$ cat src/rtl/automaton_pkg.sv
// Shared types and widths for the automaton sequencer.
// The optional button debouncer is enabled with AUTOMATON_BTN_DEBOUNCE_EN.

package automaton_pkg;

  // Width of the seed pattern bus.
  localparam int PATTERN_W = 8;

  // Width of the completed-generation counter.
  localparam int COUNT_W = 8;

  // Width of the externally visible state code.
  localparam int STATE_OUT_W = 4;

  // Width of the generation-tick divider.
  // It is wide enough for the largest supported divide ratio of 2^16.
  localparam int TICK_W = 16;

  // Width of the debounce run-length counter.
  // It is wide enough for stability windows of up to 255 cycles.
  localparam int DEBOUNCE_W = 8;

  // Sequencer states.
  // The codes are visible on actual_state, so they are fixed explicitly.
  typedef enum logic [2:0] {
    S_IDLE  = 3'd0,
    S_LOAD  = 3'd1,
    S_WAIT  = 3'd2,
    S_STEP  = 3'd3,
    S_PAUSE = 3'd4,
    S_DONE  = 3'd5
  } state_t;

  // Zero-extend a state to the width of the external state code.
  function automatic logic [STATE_OUT_W-1:0] state_code(input state_t s);
    return STATE_OUT_W'(s);
  endfunction

endpackage

$ cat src/rtl/automaton_sequencer_btn_conditioner.sv
// Button conditioning for the start/pause button.
// The raw button is asynchronous, so it first passes through a two-flop
// synchronizer. When AUTOMATON_BTN_DEBOUNCE_EN is defined, the synchronized
// level is accepted only after DEBOUNCE_CYC consecutive samples that differ
// from the accepted level. A registered rising-edge detector then produces a
// one-cycle press pulse.

import automaton_pkg::*;

module btn_conditioner #(
  parameter int DEBOUNCE_CYC = 16
) (
  input  logic clk,
  input  logic rst_n,
  input  logic btn_i,
  output logic press_o
);

  logic sync1_q;
  logic sync2_q;
  logic filtered;
  logic prev_q;
  logic press_q;

  // Two-flop synchronizer for the asynchronous button input.
  // NOTE: Registers are updated with non-blocking assignments. Every flop then
  // samples its pre-edge inputs, so the chain shifts by one stage per clock
  // instead of collapsing into a single stage.
  always_ff @(posedge clk or negedge rst_n) begin
    if (!rst_n) begin
      sync1_q <= 1'b0;
      sync2_q <= 1'b0;
    end else begin
      sync1_q <= btn_i;
      sync2_q <= sync1_q;
    end
  end

`ifdef AUTOMATON_BTN_DEBOUNCE_EN
  localparam logic [DEBOUNCE_W-1:0] DB_LAST = DEBOUNCE_W'(DEBOUNCE_CYC - 1);

  logic                  stable_q;
  logic [DEBOUNCE_W-1:0] db_cnt_q;

  // Accept a new level only after a full run of samples that disagree with
  // the current one. Any agreeing sample restarts the run.
  always_ff @(posedge clk or negedge rst_n) begin
    if (!rst_n) begin
      stable_q <= 1'b0;
      db_cnt_q <= '0;
    end else if (sync2_q == stable_q) begin
      db_cnt_q <= '0;
    end else if (db_cnt_q == DB_LAST) begin
      stable_q <= sync2_q;
      db_cnt_q <= '0;
    end else begin
      db_cnt_q <= db_cnt_q + 1'b1;
    end
  end

  assign filtered = stable_q;
`else
  assign filtered = sync2_q;
`endif

  // Registered rising-edge detector.
  // It produces exactly one pulse per accepted press.
  always_ff @(posedge clk or negedge rst_n) begin
    if (!rst_n) begin
      prev_q  <= 1'b0;
      press_q <= 1'b0;
    end else begin
      prev_q  <= filtered;
      press_q <= filtered & ~prev_q;
    end
  end

  assign press_o = press_q;

endmodule

$ cat src/rtl/automaton_sequencer.sv
// Control sequencer for a cellular-automaton datapath.
// - A press in IDLE latches the seed and asks the datapath to load it.
// - Generations are then requested, either automatically every TICK_DIV
//   cycles (sw_sel=0) or once per press (sw_sel=1), until MAX_GEN
//   generations have completed.
// - In continuous mode, a press pauses the run and a second press resumes it.
// The optional button debouncer is enabled with AUTOMATON_BTN_DEBOUNCE_EN.
// Without it, DEBOUNCE_CYC has no effect.

import automaton_pkg::*;

module automaton_sequencer #(
  parameter int TICK_DIV     = 25,
  parameter int MAX_GEN      = 100,
  parameter int DEBOUNCE_CYC = 16
) (
  input  logic                   clk,
  input  logic                   rst,
  input  logic                   btn_inicio,
  input  logic                   sw_sel,
  input  logic [PATTERN_W-1:0]   sw_bit_inicial,
  input  logic                   step_ack,
  output logic                   load_req,
  output logic [PATTERN_W-1:0]   seed,
  output logic                   step_req,
  output logic [COUNT_W-1:0]     display_instancias,
  output logic [STATE_OUT_W-1:0] actual_state
);

  // Reject parameter values that the counters cannot represent.
  if (TICK_DIV < 2 || TICK_DIV > 65536) begin : g_bad_tick_div
    $error("automaton_sequencer: TICK_DIV out of range 2..65536");
  end
  if (MAX_GEN < 1 || MAX_GEN > 255) begin : g_bad_max_gen
    $error("automaton_sequencer: MAX_GEN out of range 1..255");
  end
  if (DEBOUNCE_CYC < 2 || DEBOUNCE_CYC > 255) begin : g_bad_debounce
    $error("automaton_sequencer: DEBOUNCE_CYC out of range 2..255");
  end

  localparam logic [TICK_W-1:0]  TICK_LAST = TICK_W'(TICK_DIV - 1);
  localparam logic [COUNT_W-1:0] GEN_LAST  = COUNT_W'(MAX_GEN);

  logic                 press;
  state_t               state_q,  state_d;
  logic [TICK_W-1:0]    tick_q,   tick_d;
  logic [COUNT_W-1:0]   count_q,  count_d;
  logic [PATTERN_W-1:0] seed_q,   seed_d;

  btn_conditioner #(
    .DEBOUNCE_CYC (DEBOUNCE_CYC)
  ) u_btn (
    .clk     (clk),
    .rst_n   (rst),
    .btn_i   (btn_inicio),
    .press_o (press)
  );

  // State, tick divider, generation count and seed registers.
  // Reset clears all of them, so a STEP abandoned by reset is never resumed.
  always_ff @(posedge clk or negedge rst) begin
    if (!rst) begin
      state_q <= S_IDLE;
      tick_q  <= '0;
      count_q <= '0;
      seed_q  <= '0;
    end else begin
      state_q <= state_d;
      tick_q  <= tick_d;
      count_q <= count_d;
      seed_q  <= seed_d;
    end
  end

  // Next-state logic. A press in WAIT takes priority over the terminal tick.
  // NOTE: Every _d signal is first given its hold value. This keeps paths that
  // do not assign a signal from inferring a latch.
  always_comb begin
    state_d = state_q;
    tick_d  = tick_q;
    count_d = count_q;
    seed_d  = seed_q;

    unique case (state_q)
      S_IDLE: begin
        if (press) begin
          seed_d  = sw_bit_inicial;
          count_d = '0;
          state_d = S_LOAD;
        end
      end

      S_LOAD: begin
        tick_d  = '0;
        state_d = S_WAIT;
      end

      S_WAIT: begin
        if (press) begin
          state_d = sw_sel ? S_STEP : S_PAUSE;
        end else if (sw_sel) begin
          tick_d = '0;
        end else if (tick_q == TICK_LAST) begin
          tick_d  = '0;
          state_d = S_STEP;
        end else begin
          tick_d = tick_q + 1'b1;
        end
      end

      S_STEP: begin
        if (step_ack) begin
          count_d = count_q + 1'b1;
          tick_d  = '0;
          state_d = (count_q + 1'b1 == GEN_LAST) ? S_DONE : S_WAIT;
        end
      end

      S_PAUSE: begin
        if (press) begin
          tick_d  = '0;
          state_d = S_WAIT;
        end
      end

      S_DONE: begin
        if (press) begin
          state_d = S_IDLE;
        end
      end

      default: begin
        state_d = S_IDLE;
      end
    endcase
  end

  // Outputs are decoded from registered state.
  // They therefore follow the asynchronous reset immediately.
  assign load_req           = (state_q == S_LOAD);
  assign step_req           = (state_q == S_STEP);
  assign seed               = seed_q;
  assign display_instancias = count_q;
  assign actual_state       = state_code(state_q);

endmodule

$ cat config.mk
export PLATFORM = sky130hd
export DESIGN_NAME = automaton_sequencer
export DESIGN_NICKNAME = d
export VERILOG_FILES = /design/src/rtl/automaton_pkg.sv /design/src/rtl/automaton_sequencer_btn_conditioner.sv /design/src/rtl/automaton_sequencer.sv
export SDC_FILE = /design/constraint.sdc
export NUM_CORES = 1
export LEC_CHECK = 0
export CORE_UTILIZATION = 48
export CTS_BUF_LIST = sky130_fd_sc_hd__clkbuf_4 sky130_fd_sc_hd__clkbuf_8 sky130_fd_sc_hd__clkbuf_16
export DETAILED_ROUTE_END_ITERATION = 8
export PLACE_DENSITY = 0.77
export REMOVE_ABC_BUFFERS = 1
export SYNTH_ARGS = -nofsm -noshare
export SYNTH_HDL_FRONTEND = slang
export SYNTH_SLANG_ARGS = --single-unit
export TNS_END_PERCENT = 100
$ cat constraint.sdc
create_clock -name clk -period 2.1 [get_ports clk]
set_input_delay 0.63 -clock clk [delete_from_list [all_inputs] [get_ports clk]]
set_output_delay 0.63 -clock clk [all_outputs]
set_load 0.02 [all_outputs]
* Yosys cells after proc, flatten, opt, wreduce, memory -nomap -nowiden
Index checks and enable logic that the tools add are counted.
** Cells by class
- Add/subtract/negate cells :: 2
- Eq/ne operators :: 14
- Mux-type cells :: 19
- Bitwise gates (word level) :: 2
- Reductions and logical operators :: 7
** Operators by type and width (number)
- 16-bit 2-to-1 mux :: 5
- 16-bit one-hot mux with 4 select lines :: 1
- 3-bit 2-to-1 mux :: 9
- 3-bit one-hot mux with 6 select lines :: 1
- 16-bit by 1-bit adder with 16-bit output, second input constant :: 1
- 16-bit by 5-bit == test with 1-bit output, second input constant :: 1
- 8-bit 2-to-1 mux :: 2
- 8-bit one-hot mux with 2 select lines :: 1
- 8-bit by 1-bit adder with 8-bit output, second input constant :: 1
- 8-bit by 7-bit == test with 1-bit output, second input constant :: 1
- 3-bit by 2-bit == test with 1-bit output, second input constant :: 2
- 3-bit == test, second input constant :: 2
- 2-bit by 1-bit != test with 1-bit output, second input constant :: 3
- 3-bit by 2-bit != test with 1-bit output, second input constant :: 2
- 6-bit AND reduction :: 1
- 2-bit != test, second input constant :: 2
- 4-bit AND reduction :: 1
- 4-bit nonzero test :: 1
- 3-bit by 1-bit == test with 1-bit output, second input constant :: 1
- 3-bit logical NOT :: 1
- 3-bit AND reduction :: 1
- 2-bit AND reduction :: 1
- 2-bit nonzero test :: 1
- 1-bit bitwise AND :: 1
- 1-bit inverter :: 1
** Word-level totals
- Register bits after elaboration :: 39
- Input bits :: 13
- Output and inout port bits :: 22
- Word-level logic and storage cells :: 52

* Logic depth before layout (Yosys ltp)
Gate-level depths: netlist (run 1).
- Word-level depth :: 5
- Gate-level depth with buffers :: 9
- Gate-level depth less buffers :: 7

* Modules after synthesis
Synthesis (run 1) repeated with hierarchy kept, for this count alone.
** Second synthesis, totals
- Cell total of the unflattened synthesis :: 209
- Area, all modules :: 2113.3 um^2
** By module, submodules not included
- automaton_sequencer :: instances 1, cells an instance 204, area each 1999.4 um^2, seq. area each 875.8 um^2
- btn_conditioner :: instances 1, cells an instance 5, area each 113.9 um^2, seq. area each 100.1 um^2

* Worst setup path after synthesis (run 1)
Ideal clock, no wire load.
- Kind :: register -> register
- Start :: register tick_q[0]
- End :: register tick_q[5]
- Data arrival time :: 2.009 ns
- Slack :: 0.008 ns
- Stages on the path, launching flop included :: 10
- Path buffers :: 2
- Clock period less this slack :: 2.092 ns
- Cells stage by stage :: dfrtp_1 -> inv_1 -> ha_1 -> nor4b_1 -> and4_1 -> buf_6 -> or3_1 -> buf_2 -> or4_1 -> o21ai_0
** Between the ends
- Word-level cells in the longest chain between the ends :: 5
- Elaborated cells on any way between the ends :: 6
- Those cells by class :: 1 x add/sub; 1 x eq/ne; 4 x mux
** RTL lines
- from (decl) :: RTL line automaton_sequencer.sv:46 : logic [TICK_W-1:0] tick_q, tick_d;
- from (signal assigned) :: RTL line automaton_sequencer.sv:69 : tick_q <= tick_d;
- 16-bit by 1-bit adder with 16-bit output / 16-bit by 5-bit == test with 1-bit output (equally long branches) :: RTL line automaton_sequencer.sv:107, automaton_sequencer.sv:103
- 16-bit 2-to-1 mux * :: RTL line automaton_sequencer.sv:103 : end else if (tick_q == TICK_LAST) begin
- 16-bit 2-to-1 mux * :: RTL line automaton_sequencer.sv:101 : end else if (sw_sel) begin
- 16-bit 2-to-1 mux * :: RTL line automaton_sequencer.sv:99 : if (press) begin
- 16-bit one-hot mux with 4 select lines * :: RTL line automaton_sequencer.sv:84 : unique case (state_q)
Mark *: on every way between the ends. The rest lies on a longest branch, timed or not. The select of a mux whose other input is x is not followed.
A chain may end at the register's enable or synchronous reset.

* Worst setup path in the final report (run 1)
- Start :: register count_q[1] (netlist: display_instancias[1])
- End :: output port display_instancias[1]
** RTL lines
- from (decl) :: RTL line automaton_sequencer.sv:47 : logic [COUNT_W-1:0] count_q, count_d;
- from (signal assigned) :: RTL line automaton_sequencer.sv:70 : count_q <= count_d;
- to (decl) :: RTL line automaton_sequencer.sv:26 : output logic [COUNT_W-1:0] display_instancias,
No word-level cell between the ends.

==> results of run 1 <==
-- state kept, by name (all words and copies together), names as in the netlist --
name                cells
display_instancias      8
tick_q                 16
u_btn.prev_q            1
seed                    8
u_btn.filtered          1
state_q                 3
u_btn.press_o           1
u_btn.sync1_q           1
-- layer usage --
layer / global-route usage [%] / wire length (microns) / vias to the layer above / share of wire [%]
li1: - / - / 939 / -
met1: 34.45 / 2458 / 908 / 49
met2: 38.73 / 2359 / 55 / 47
met3: 4.667 / 191 / 4 / 3.8
met4: 9.896 / 54 / 0 / 1.1
met5: 0 / 0 / - / 0
-- how the worst max path moves through the flow --
| stage | slack, ns | depth (start not counted) | from | to |
|---|---|---|---|---|
| floorplan | 0.03 | 5 | state_q[1] | tick_q[5] |
| global placement | -0.23 | 5 | sw_sel | state_q[2] |
| detailed placement | -0.27 | 5 | sw_sel | state_q[2] |
| CTS | 0.02 | 1 | display_instancias[0] | display_instancias[0] |
| global route | 0.002 | 3 | state_q[0] | step_req |
| finish | 0.05 | 1 | display_instancias[1] | display_instancias[1] |
-- stage by stage --
stage               hold slack [ns]  power (W)
floorplan                    0.3312   0.001746
global placement             0.3322   0.002410
detailed placement           0.3379   0.002447
CTS                          0.3056   0.003068
global route                 0.3161   0.003269
finish                       0.3047   0.003067
-- cell usage in the layout, fill, tap and decap left out, types with 3 or more instances in the layout --
cell,instances
dfrtp_1,37
o21ai_0,26
clkdlybuf4s50_1,26
buf_4,23
nand2_1,19
nand3_1,17
nor2_1,15
a21oi_1,13
nor3_1,10
mux2_2,8
inv_1,7
nand4_1,7
clkbuf_8,5
and3_1,4
ha_1,4
nand2b_1,3
or3_1,3
a31oi_1,3
dlymetal6s2s_1,3
-- final cells by class --
| type | count | area, sq um |
|---|---|---|
| clock buffer | 5 | 68.82 |
| clock inverter | 3 | 43.79 |
| fill | 349 | 1346 |
| inverter | 7 | 26.28 |
| multi-input combinational | 169 | 1046 |
| sequential | 39 | 978.4 |
| tap | 50 | 62.56 |
| timing repair buffer | 58 | 543.0 |
-- cells by family (layout without fill, tap and decap cells) --
group,after synthesis,in the layout
buffers and inverters,19,73
adder cells (fa/ha/maj),4,4
multiplexers,8,8
other,1,1
flip-flops,39,39
AO/OA/AOI/OAI,57,57
AND/OR/NAND/NOR,99,99
-- report_power, final --
group          internal (W)  total [W]  leakage, nW  switching, W
Combinational      0.000689    0.00141        0.625      0.000718
Sequential         0.000896    0.00103        0.510      0.000132
Clock              0.000354   0.000631       0.0581      0.000277
Total               0.00194    0.00307         1.19       0.00113
-- what timing repair did --
item                                    4_1_cts  5_1_grt
endpoints found under the setup margin        3       15
gates cloned                                  0        0
resized for setup                             3        9
==> results.sh, run 1 <==
export IMPL_outcome="complete, no violations"
export IMPL_synth_top_family_by_area="simple AND/OR/NAND/NOR gates"
export IMPL_yosys_area_top_type="dfrtp_1"
export IMPL_antenna_cells=0
export IMPL_dpl_worst_slack_ns=-0.2731
export IMPL_yosys_warnings=0
export IMPL_synth_xor_area_share_pct=0
export IMPL_post_drt_wl_per_cell_microns=15.30
export IMPL_areaGrowthSynthToFinish_pct=31.18
export IMPL_synth_seq_cells=39
export IMPL_antenna_found_initial=0
export IMPL_slew_violations=0
export IMPL_max_freq_ghz=0.4884
export IMPL_first_iter_violations=130
export IMPL_ys_seq_area_share_pct=46.24
export IMPL_reg2regPathDepth=7
export IMPL_ir_worst_vdd_mv=0.7176
export IMPL_totalWireLength_microns=5063
export IMPL_r2r_start="tick_q[0]"
export IMPL_firstDrtPassIters=4
export IMPL_setup_slack_ns=0.05243
export IMPL_grt_pass1_wl_microns=8638
export IMPL_die_w_microns=68.32
export IMPL_synthAdderAreaFrac_pct=2.371
export IMPL_fin_nets=297
export IMPL_slowest_stage="clkdlybuf4s50_1"
export IMPL_min_period_over_period_pct=97.50
export IMPL_worstSetupPathType="flip-flop to output pin"
export IMPL_start_util_pct=51.29
export IMPL_tightest_slew_ns=0.5499
export IMPL_cts_tree="done"
export IMPL_worstReg2RegEnd="tick_q[5]"
export IMPL_hold_buffers=0
export IMPL_die_area_sq_mm=0.004667
export IMPL_grt_overflow=0
export IMPL_max_stage_delay_ns=0.65
export IMPL_drtAntennaViolNets=0
export IMPL_netlist_instances=227
export IMPL_cts_setup_buffers=0
export IMPL_grt_max_degree=40
export IMPL_synthArstFlopShare_pct=100.0
export IMPL_worst_path_buf_inv=1
export IMPL_io_pins=35
export IMPL_track_usage_pct=25.07
export IMPL_syn_area_sq_mm=0.002111
export IMPL_rows=23
export IMPL_stdcell_count=331
export IMPL_clock_skew_ns=0.006437
export IMPL_synth_most_common_cell="dfrtp_1"
export IMPL_cts_sinks=39
export IMPL_synth_top_area_share_pct=46.24
export IMPL_syn_area_per_cell_sq_um=9.299
export IMPL_maxSlewHeadroom_pct=63.00
export IMPL_yosys_top_cells_count="dfrtp_1 (39), o21ai_0 (26), nand2_1 (19)"
export IMPL_cts_buffers=5
export IMPL_port_buffer_count=33
export IMPL_vias=1906
export IMPL_muxShareOfSynthArea_pct=4.268
export IMPL_core_sq_mm=0.004115
export IMPL_critPathTopFamily="buffers and inverters"
export IMPL_grt_pass1_vias=1854
export IMPL_cp_start_kind="flip-flop"
export IMPL_hold_violations=0
export IMPL_synth_ff_type="dfrtp_1"
export IMPL_dp_hpwl_microns=3587
export IMPL_setup_tns_ns=0
export IMPL_setup_viol=0
export IMPL_cts_buffer_depth=2
export IMPL_drive_gt1_share_pct=18.51
export IMPL_clk_transition_reported_paths_ns=0.08
export IMPL_period_needed_ns=2.048
export IMPL_worstPathCellList="clkdlybuf4s50_1"
export IMPL_synth_compound_area_share_pct=16.18
export IMPL_fin_util_pct=67.28
export IMPL_fin_area_sq_mm=0.002769
export IMPL_crit_path_end_kind="output pin"
export IMPL_clock_latency_ns=0.29
export IMPL_arrival_ns=1.42
export IMPL_cts_root_buf="clkbuf_8"
export IMPL_synthDistinctLibCells=46
export IMPL_power_density_mw_per_mm2=1107
export IMPL_synthSimpleGateAreaFrac_pct=26.02
export IMPL_drc=0
export IMPL_globalplace_congestion=0.8362
export IMPL_h_tree_depth=2
export IMPL_hold_class="input port to asynchronous set/reset pin"
export IMPL_postPlaceCellArea_sq_mm=0.002638
export IMPL_dp_cells=323
export IMPL_ys_top_cells_by_area="dfrtp_1 (46%), o21ai_0 (6.2%), mux2_2 (4.3%), nand3_1 (4.0%), nand2_1 (3.4%)"
export IMPL_worstPathMaxFanout=8
export IMPL_cp_required_ns=1.47
export IMPL_drv_cap=0
export IMPL_rsz0062_at_grt="no"
export IMPL_detail_route_vias_per_cell=5.758
export IMPL_leakagePower_nw=1.193
export IMPL_die_y_microns=68.32
export IMPL_synth_edf_count=0
export IMPL_r2r_slack_ns=0.12
(Power assumes the default switching activity.)
==> run 2, diff against run 1 <==
--- a/config.mk
+++ b/config.mk
@@ -7,8 +7,9 @@
 export LEC_CHECK = 0
 export CORE_UTILIZATION = 48
 export CTS_BUF_LIST = sky130_fd_sc_hd__clkbuf_4 sky130_fd_sc_hd__clkbuf_8 sky130_fd_sc_hd__clkbuf_16
+export CTS_CLUSTER_SIZE = 30
 export DETAILED_ROUTE_END_ITERATION = 8
-export PLACE_DENSITY = 0.77
+export PLACE_DENSITY = 0.76
 export REMOVE_ABC_BUFFERS = 1
 export SYNTH_ARGS = -nofsm -noshare
 export SYNTH_HDL_FRONTEND = slang
==> run 2 against run 1 <==
Register-to-register slack gained 0.02 ns. Design area shrank 1.8%. Critical endpoint unchanged. Critical path depth unchanged. First-iteration DRC count grew 12%. Highest routed layer unchanged. Combinational power down 3%. Die area is the same. Global-route usage fell by 2.0 points.
==> results.sh, run 2 (synthesized netlist as in run 1, its figures left out) <==
export IMPL_final_common_cell="dfrtp_1"
export IMPL_antenna_cells=0
export IMPL_fin_nets=297
export IMPL_cts_tree="done"
export IMPL_start_util_pct=51.29
export IMPL_die_y_microns=68.32
export IMPL_port_buffer_count=33
export IMPL_slew_violations=0
export IMPL_hold_violations=0
export IMPL_areaGrowthSynthToFinish_pct=28.81
export IMPL_track_usage_pct=23.09
export IMPL_first_iter_violations=145
export IMPL_hold_class="input port to asynchronous set/reset pin"
export IMPL_cp_required_ns=1.47
export IMPL_detail_route_vias_per_cell=5.694
export IMPL_crit_path_end_kind="output pin"
export IMPL_worst_path_buf_inv=1
export IMPL_firstDrtPassIters=4
export IMPL_h_tree_depth=2
export IMPL_power_density_mw_per_mm2=1065
export IMPL_grt_pass1_vias=1649
export IMPL_ir_worst_vdd_mv=0.6285
export IMPL_clock_skew_ns=0.008752
export IMPL_dpl_worst_slack_ns=-0.2448
export IMPL_r2r_slack_ns=0.14
export IMPL_drc=0
export IMPL_leakagePower_nw=1.198
export IMPL_critPathTopFamily="buffers and inverters"
export IMPL_dp_hpwl_microns=3396
export IMPL_post_drt_wl_per_cell_microns=14.35
export IMPL_setup_viol=0
export IMPL_fin_area_sq_mm=0.002719
export IMPL_clock_latency_ns=0.28
export IMPL_cts_sinks=39
export IMPL_worstPathMaxFanout=8
export IMPL_max_stage_delay_ns=0.65
export IMPL_worstSetupPathType="flip-flop to output pin"
export IMPL_outcome="complete, no violations"
export IMPL_slowest_stage="clkdlybuf4s50_1"
export IMPL_min_period_over_period_pct=97.82
export IMPL_cts_root_buf="clkbuf_8"
export IMPL_globalplace_congestion=0.9148
export IMPL_period_needed_ns=2.054
export IMPL_die_w_microns=68.32
export IMPL_vias=1879
export IMPL_fin_util_pct=66.07
export IMPL_core_sq_mm=0.004115
export IMPL_postPlaceCellArea_sq_mm=0.002625
export IMPL_drv_cap=0
export IMPL_rsz0062_at_grt="no"
export IMPL_multi_input_area_sq_mm=0.001035
export IMPL_setup_tns_ns=0
export IMPL_largest_register="tick_q"
export IMPL_grt_overflow=0
export IMPL_largest_reg_flops=16
export IMPL_totalWireLength_microns=4735
export IMPL_maxSlewHeadroom_pct=65.02
export IMPL_cts_buffer_depth=2
export IMPL_rows=23
export IMPL_antenna_found_initial=0
export IMPL_cp_start_kind="flip-flop"
export IMPL_fillers=359
export IMPL_drtAntennaViolNets=0
export IMPL_cts_buffers=5
export IMPL_max_freq_ghz=0.4868
export IMPL_io_pins=35
export IMPL_holdWs_ns=0.3067
export IMPL_grt_max_degree=40
export IMPL_register_area_sq_um=975.9
export IMPL_drive_gt1_share_pct=17.14
export IMPL_layout_common_cells="dfrtp_1 (39), o21ai_0 (26), clkdlybuf4s50_1 (25), buf_4 (24), nand2_1 (19)"
export IMPL_grt_pass1_wl_microns=7921
export IMPL_setup_slack_ns=0.04587
export IMPL_clk_transition_reported_paths_ns=0.08
export IMPL_arrival_ns=1.42
export IMPL_tightest_slew_ns=0.5174
export IMPL_worstPathCellList="clkdlybuf4s50_1"
export IMPL_die_area_sq_mm=0.004667
export IMPL_cts_setup_buffers=0
## run 2: layout make-up
| class | count | share of cell area, % |
|---|---|---|
| Clock buffer | 6 | 3.037 |
| Sequential cell | 39 | 35.90 |
| Multi-Input combinational cell | 169 | 38.06 |
| Inverter | 7 | 0.9664 |
| Clock inverter | 1 | 0.1841 |
| Tap cell | 50 | 2.301 |
| Timing Repair Buffer | 58 | 19.56 |
## run 2: repair_timing
action / 4_1_cts / 5_1_grt
endpoints found under the setup margin: 2 / 7
hold buffers: 0 / 0
resized for setup: 2 / 8
## run 2: path summary, 6_finish.rpt
path | from | to | depth (start not counted)
min in group clk | u_btn.sync1_q | u_btn.filtered | 0
min | rst | display_instancias[0] | 2
max in group asynchronous | rst | tick_q[0] | 2
max reg2reg | tick_q[1] | tick_q[12] | 8
max | display_instancias[1] | display_instancias[1] | 1
min reg2reg | u_btn.sync1_q | u_btn.filtered | 0
## run 2: layer usage
metal / GRT usage (%) / share of wire, %
met3: 2.500 / 5.5
met5: 0 / 0
met2: 35.05 / 46
met4: 8.333 / 1.4
met1: 33.65 / 48
## run 2: per-stage QoR
stage                     power, W  cells
after floorplan           0.001746    215
after global placement    0.002401    323
after detailed placement  0.002424    323
after CTS                 0.002929    330
after global routing      0.003097    330
final                     0.002896    330
## run 2: power breakdown
group          internal (W)  switching [W]  leakage (nW)  total [W]
clock              0.000258       0.000243        0.0470   0.000500
sequential         0.000895       0.000128         0.513    0.00102
combinational      0.000663       0.000710         0.638    0.00137
